**config.mk**
```make
export PLATFORM = sky130hd
export DESIGN_NAME = uart_nibble_tx
export DESIGN_NICKNAME = d
export VERILOG_FILES = /design/src/rtl/uart_nibble_tx.sv
export SDC_FILE = /design/constraint.sdc
export NUM_CORES = 1
export LEC_CHECK = 0
export ABC_CLOCK_PERIOD_IN_PS = 6100
export CORE_MARGIN = 1
export CORE_UTILIZATION = 59
export DETAILED_ROUTE_END_ITERATION = 12
export GPL_ROUTABILITY_DRIVEN = 1
export HOLD_SLACK_MARGIN = 0.06
export PLACE_DENSITY = 0.81
export RECOVER_POWER = 100
export SLEW_MARGIN = 20
export SYNTH_ARGS = -nofsm -noshare
export SYNTH_HDL_FRONTEND = slang
export SYNTH_SLANG_ARGS = --single-unit
```
**constraint.sdc**
```tcl
create_clock -name clk -period 6.1 [get_ports clk]
set_input_delay 1.22 -clock clk [delete_from_list [all_inputs] [get_ports clk]]
set_output_delay 1.22 -clock clk [all_outputs]
set_load 0.01 [all_outputs]
```
**src/rtl/uart_nibble_tx.sv**
```systemverilog
// -----------------------------------------------------------------------------
// uart_nibble_tx
//
// UART transmitter for short (default 4-bit) frames: one start bit (0),
// DATA_BITS data bits LSB first, one stop bit (1); the line idles high.
// Nibbles arrive over a valid/ready interface into a small FIFO and are
// serialised back-to-back, with no idle gap between queued frames.
//
// Ports:
//   clk         system clock, rising edge
//   rst_n       asynchronous active-low reset
//   in_data     nibble to send (sampled only when a push occurs)
//   in_valid    in_data valid
//   in_ready    FIFO can accept (registered, equals !full)
//   tx          serial line, registered
//   busy        high from the first start-bit cycle through the last stop-bit
//               cycle of a frame (stays high across back-to-back frames)
//   frame_sent  one-cycle pulse during the final cycle of each stop bit
//   fifo_count  entries currently buffered
// -----------------------------------------------------------------------------
module uart_nibble_tx #(
  parameter int CLK_FREQ_HZ = 1_600_000,
  parameter int BAUD_RATE   = 100_000,
  parameter int DATA_BITS   = 4,
  parameter int FIFO_DEPTH  = 4
) (
  input  logic                                clk,
  input  logic                                rst_n,
  input  logic [DATA_BITS-1:0]                in_data,
  input  logic                                in_valid,
  output logic                                in_ready,
  output logic                                tx,
  output logic                                busy,
  output logic                                frame_sent,
  output logic [$clog2(FIFO_DEPTH+1)-1:0]     fifo_count
);

  localparam int CLKS_PER_BIT = CLK_FREQ_HZ / BAUD_RATE;
  localparam int CNT_W        = $clog2(FIFO_DEPTH + 1);
  localparam int PTR_W        = (FIFO_DEPTH > 1) ? $clog2(FIFO_DEPTH) : 1;
  localparam int BAUD_W       = (CLKS_PER_BIT > 1) ? $clog2(CLKS_PER_BIT) : 1;
  localparam int BIT_W        = (DATA_BITS > 1) ? $clog2(DATA_BITS) : 1;

  // ---------------------------------------------------------------------------
  // Elaboration-time parameter checks
  // ---------------------------------------------------------------------------
  generate
    if (CLK_FREQ_HZ % BAUD_RATE != 0) begin : g_bad_ratio
      $error("uart_nibble_tx: CLK_FREQ_HZ must be an integer multiple of BAUD_RATE");
    end
    if (CLKS_PER_BIT < 2) begin : g_bad_cpb
      $error("uart_nibble_tx: CLKS_PER_BIT must be at least 2");
    end
    if ((FIFO_DEPTH < 2) || ((FIFO_DEPTH & (FIFO_DEPTH - 1)) != 0)) begin : g_bad_depth
      $error("uart_nibble_tx: FIFO_DEPTH must be a power of two and at least 2");
    end
    if (DATA_BITS < 1) begin : g_bad_width
      $error("uart_nibble_tx: DATA_BITS must be at least 1");
    end
  endgenerate

  // ---------------------------------------------------------------------------
  // FIFO
  // ---------------------------------------------------------------------------
  logic [DATA_BITS-1:0] fifo_mem [FIFO_DEPTH];
  logic [PTR_W-1:0]     wr_ptr_q, wr_ptr_d;
  logic [PTR_W-1:0]     rd_ptr_q, rd_ptr_d;
  logic [CNT_W-1:0]     count_q, count_d;
  logic                 full_q, full_d;
  logic                 push;
  logic                 pop;
  logic [DATA_BITS-1:0] head;

  // in_ready comes straight from a flop, so a pop on this edge cannot open
  // the FIFO to a push on the same edge.
  assign push = in_valid && !full_q;

  // The head is read combinationally so a pop can load the shift register on
  // the same edge that the FSM leaves IDLE/STOP; the FIFO is only a handful
  // of entries, so this maps onto distributed RAM / registers.
  assign head = fifo_mem[rd_ptr_q];

  // Storage is intentionally not reset: emptiness is tracked by the count.
  always_ff @(posedge clk) begin
    if (push) begin
      fifo_mem[wr_ptr_q] <= in_data;
    end
  end

  always_comb begin
    wr_ptr_d = wr_ptr_q;
    rd_ptr_d = rd_ptr_q;
    count_d  = count_q;
    if (push) begin
      wr_ptr_d = wr_ptr_q + 1'b1;
    end
    if (pop) begin
      rd_ptr_d = rd_ptr_q + 1'b1;
    end
    case ({push, pop})
      2'b10:   count_d = count_q + 1'b1;
      2'b01:   count_d = count_q - 1'b1;
      default: count_d = count_q;
    endcase
    full_d = (count_d == CNT_W'(FIFO_DEPTH));
  end

  always_ff @(posedge clk or negedge rst_n) begin
    if (!rst_n) begin
      wr_ptr_q <= '0;
      rd_ptr_q <= '0;
      count_q  <= '0;
      full_q   <= 1'b0;
    end else begin
      wr_ptr_q <= wr_ptr_d;
      rd_ptr_q <= rd_ptr_d;
      count_q  <= count_d;
      full_q   <= full_d;
    end
  end

  // ---------------------------------------------------------------------------
  // Transmit FSM
  // ---------------------------------------------------------------------------
  typedef enum logic [1:0] {
    IDLE  = 2'd0,
    START = 2'd1,
    DATA  = 2'd2,
    STOP  = 2'd3
  } state_t;

  state_t               state_q, state_d;
  logic [BAUD_W-1:0]    baud_cnt_q, baud_cnt_d;
  logic [BIT_W-1:0]     bit_cnt_q, bit_cnt_d;
  logic [DATA_BITS-1:0] shift_q, shift_d;
  logic [DATA_BITS-1:0] shift_next;
  logic                 tx_q, tx_d;
  logic                 busy_q, busy_d;
  logic                 baud_last;
  logic                 fifo_nonempty;

  assign baud_last     = (baud_cnt_q == BAUD_W'(CLKS_PER_BIT - 1));
  assign fifo_nonempty = (count_q != '0);
  assign shift_next    = shift_q >> 1;

  always_comb begin
    state_d    = state_q;
    baud_cnt_d = baud_cnt_q;
    bit_cnt_d  = bit_cnt_q;
    shift_d    = shift_q;
    tx_d       = tx_q;
    busy_d     = busy_q;
    pop        = 1'b0;
    frame_sent = 1'b0;

    case (state_q)
      IDLE: begin
        tx_d   = 1'b1;
        busy_d = 1'b0;
        if (fifo_nonempty) begin
          pop        = 1'b1;
          shift_d    = head;
          tx_d       = 1'b0;
          busy_d     = 1'b1;
          baud_cnt_d = '0;
          bit_cnt_d  = '0;
          state_d    = START;
        end
      end

      START: begin
        if (baud_last) begin
          baud_cnt_d = '0;
          bit_cnt_d  = '0;
          tx_d       = shift_q[0];
          state_d    = DATA;
        end else begin
          baud_cnt_d = baud_cnt_q + 1'b1;
        end
      end

      DATA: begin
        if (baud_last) begin
          baud_cnt_d = '0;
          if (bit_cnt_q == BIT_W'(DATA_BITS - 1)) begin
            tx_d    = 1'b1;
            state_d = STOP;
          end else begin
            // tx is registered, so the next bit is taken from the shifted value
            shift_d   = shift_next;
            tx_d      = shift_next[0];
            bit_cnt_d = bit_cnt_q + 1'b1;
          end
        end else begin
          baud_cnt_d = baud_cnt_q + 1'b1;
        end
      end

      STOP: begin
        if (baud_last) begin
          frame_sent = 1'b1;
          baud_cnt_d = '0;
          if (fifo_nonempty) begin
            // Chain straight into the next start bit; busy stays high.
            pop       = 1'b1;
            shift_d   = head;
            tx_d      = 1'b0;
            bit_cnt_d = '0;
            state_d   = START;
          end else begin
            tx_d    = 1'b1;
            busy_d  = 1'b0;
            state_d = IDLE;
          end
        end else begin
          baud_cnt_d = baud_cnt_q + 1'b1;
        end
      end

      default: begin
        tx_d    = 1'b1;
        busy_d  = 1'b0;
        state_d = IDLE;
      end
    endcase
  end

  always_ff @(posedge clk or negedge rst_n) begin
    if (!rst_n) begin
      state_q    <= IDLE;
      baud_cnt_q <= '0;
      bit_cnt_q  <= '0;
      shift_q    <= '0;
      tx_q       <= 1'b1;
      busy_q     <= 1'b0;
    end else begin
      state_q    <= state_d;
      baud_cnt_q <= baud_cnt_d;
      bit_cnt_q  <= bit_cnt_d;
      shift_q    <= shift_d;
      tx_q       <= tx_d;
      busy_q     <= busy_d;
    end
  end

  assign tx         = tx_q;
  assign busy       = busy_q;
  assign in_ready   = !full_q;
  assign fifo_count = count_q;

endmodule

```
==> reports/metrics.yaml <==
cp_max_fo: 5
p_leak_nw: 0.8604
grt_pass1_wl_um: 5692
worst_pin_slew_ns: 1.399
syn2layout_area_growth_pct: 10.93
slew_viol_final: 0
r2r_end: "full_q$_DFF_PN0_"
first_iter_violations: 30
cts_tree: "yes"
place_congestion: 0.7662
synth_edf_count: 16
route.detailed.drc: 1
syn_area_per_cell_um2: 12.10
cts.sinks: 38
syn_inst: 156
p_per_area_nw_per_um2: 501.6
hold_path.class: "flop to flop"
wl_per_cell_um: 15.57
grt_setup_unrepaired: "false"
violations: "DRC"
whs_ns: 0.5042
grt_antenna_before_repair: 0
finalSetupViolCount: 0
criticalPathCategory: "flop to primary output"
async_reset_ff_frac: 0.5789
startpoint: "baud_cnt_q[0]$_DFFE_PN0P_"
crit_end: "frame_sent"
final_nets: 191
drive_gt1_frac: 0.09884
maxCapViolations: 0
synthTopCellsByArea: "dfrtp_1 (28%), edfxtp_1 (25%), ha_1 (8.0%), mux2i_1 (3.2%), inv_1 (2.4%)"
htree_levels: 2
netlist_area_um2: 1888
clock_latency_ns: 0.34
place_hpwl_um: 2425
io_buffers: 13
min_path_cells: 2
cp-start-kind: "flop"
dr.pass1.iters: 8
syn-num-nets: 176
core_area_um2: 3053
holdBufCountCts: 0
synth_seq_area_share: 0.5467
slew_headroom: 0.05447
diodes: 0
ir_drop_v: 0.0002682
grt_max_degree: 23
fmax_ghz: 0.3057
ys_types: 42
drtAntennaViolNets: 0
vias_per_cell: 5.731
fin_crit_ns: 3.272
start_util: 0.6184
vias: 1238
cp.required_ns: 4.88
cts_made_buffers: 5
status: "complete, but fails checks"
rows: 20
die_area_um2: 3430
finalCritPeriodShare: 0.5363
ios: 14
path_clk_slew_ns: 0.12
n_fill_cell: 236
synthFlopType: "dfrtp_1"
yosys_warnings: 0
track_usage: 0.2335
fp.dieH_um: 58.57
r2r_start: "state_q[0]$_DFFE_PN0P_"
wl_um: 3364
setup_tns_ns: 0
cts_resized: 0
synth-seq-cells: 38
clockBufferDepth: 2
grt.overflow.total: 0
cts_setup_buffers: 0
crit_path_end_kind: "primary output"
die_w_um: 58.57
synth_largest_area_cell: "dfrtp_1"
grt_pass1_vias: 1214
critPathArrivalTime_ns: 2.05
rr_worst_depth: 10
rrSetupSlack_ns: 3.31
skew_ns: 0.009144
yosysTopAreaCellShare: 0.2783
hold_viol_final: 0
cts-root-buf: "clkbuf_4"
-- sequential cells by signal, summed over array words and instances (netlist names) --
signal	count
wr_ptr_q	2
rd_ptr_q	2
baud_cnt_q	4
shift_q	4
fifo_mem	16
full_q	1
tx	1
bit_cnt_q	2
fifo_count	3
busy	1
state_q	2
-- per-stage QoR --
| step | utilization | std cells | worst slack (ns) | total power [mW] | cell area, um^2 |
|---|---|---|---|---|---|
| floorplan | - | 156 | 3.317 | 0.7985 | 1888 |
| global placement | 0.6721 | 208 | 2.937 | 0.8975 | 2052 |
| detailed placement | 0.6721 | 208 | 2.724 | 0.9337 | 2052 |
| CTS | 0.6930 | 216 | 2.923 | 1.079 | 2116 |
| global route | 0.6861 | 216 | 2.763 | 1.129 | 2095 |
| finish | 0.6861 | 216 | 2.828 | 1.051 | 2095 |
-- cells by family (layout without fill, tap and decap cells) --
group | count (synthesis) | after routing | synth area share
AND/OR/NAND/NOR | 41 | 41 | 0.1173
flip-flops | 38 | 38 | 0.5467
AO/OA/AOI/OAI | 30 | 30 | 0.1133
buffers and inverters | 17 | 33 | 0.03512
adder cells (fa/ha/maj) | 13 | 13 | 0.09012
multiplexers | 11 | 11 | 0.06958
XOR/XNOR | 6 | 6 | 0.02784
-- cell usage after synthesis (4+ instances only) --
library cell and instances:
nor2_1 7, nand2_1 9, nor2b_1 4, dfrtp_1 21
and2_1 5, mux2i_1 6, inv_1 12, ha_1 12
nor3_1 4, a21oi_1 6, edfxtp_1 16, o21ai_0 7
-- layout by cell type, fill, tap and decap left out, types with 2 or more instances in the layout --
master	synthesis	routed
a21o_1	2	2
a311oi_1	3	3
dfrtp_1	21	21
xor2_1	3	3
o21ai_0	7	7
and2_0	0	4
edfxtp_1	16	16
nor2_1	7	7
ha_1	12	12
or3_1	2	2
mux2i_1	6	6
nand3_1	3	3
a21oi_1	6	6
nor2b_1	4	4
a2111oi_0	3	3
mux2_2	3	3
nand2_1	9	9
inv_1	12	12
dlygate4sd3_1	0	12
clkbuf_4	0	5
nor3_1	4	4
xnor2_1	3	3
-- final cells by class --
class / instances / area [um^2] / share of cell area
Tap cell: 44 / 55.05 / 0.02628
Clock inverter: 2 / 12.51 / 0.005974
Timing Repair Buffer: 13 / 123.9 / 0.05914
Sequential cell: 38 / 1032 / 0.4928
Multi-Input combinational cell: 101 / 774.5 / 0.3698
Inverter: 12 / 45.04 / 0.02151
Clock buffer: 6 / 51.30 / 0.02449
-- power breakdown --
group	switching (mW)	internal (mW)
clock	0.0850	0.0554
sequential	0.0833	0.359
combinational	0.248	0.220
-- metal layers --
layer	GRT usage	up-vias	share of wire
li1	-	593	-
met5	0	-	0
met4	0.1122	0	0.021
met2	0.3892	24	0.50
met1	0.2855	614	0.44
met3	0.05934	7	0.037
-- worst min path at each step --
stage,startpoint,end,slack [ns]
after floorplan,shift_q[0]$_DFFE_PN0P_,shift_q[0]$_DFFE_PN0P_,0.48
after global placement,busy$_DFFE_PN0P_,busy$_DFFE_PN0P_,0.49
after detailed placement,tx$_DFFE_PN1P_,tx$_DFFE_PN1P_,0.49
after CTS,tx$_DFFE_PN1P_,tx$_DFFE_PN1P_,0.51
after global routing,tx$_DFFE_PN1P_,tx$_DFFE_PN1P_,0.55
final,tx$_DFFE_PN1P_,tx$_DFFE_PN1P_,0.50
-- critical path: stages, from the launching register on --
cell	delay [ns]
dfrtp_1	0.44
ha_1	0.29
and3_1	0.18
and2_2	0.19
dlygate4sd3_1	0.61
Power figures use the tool's default switching activity.
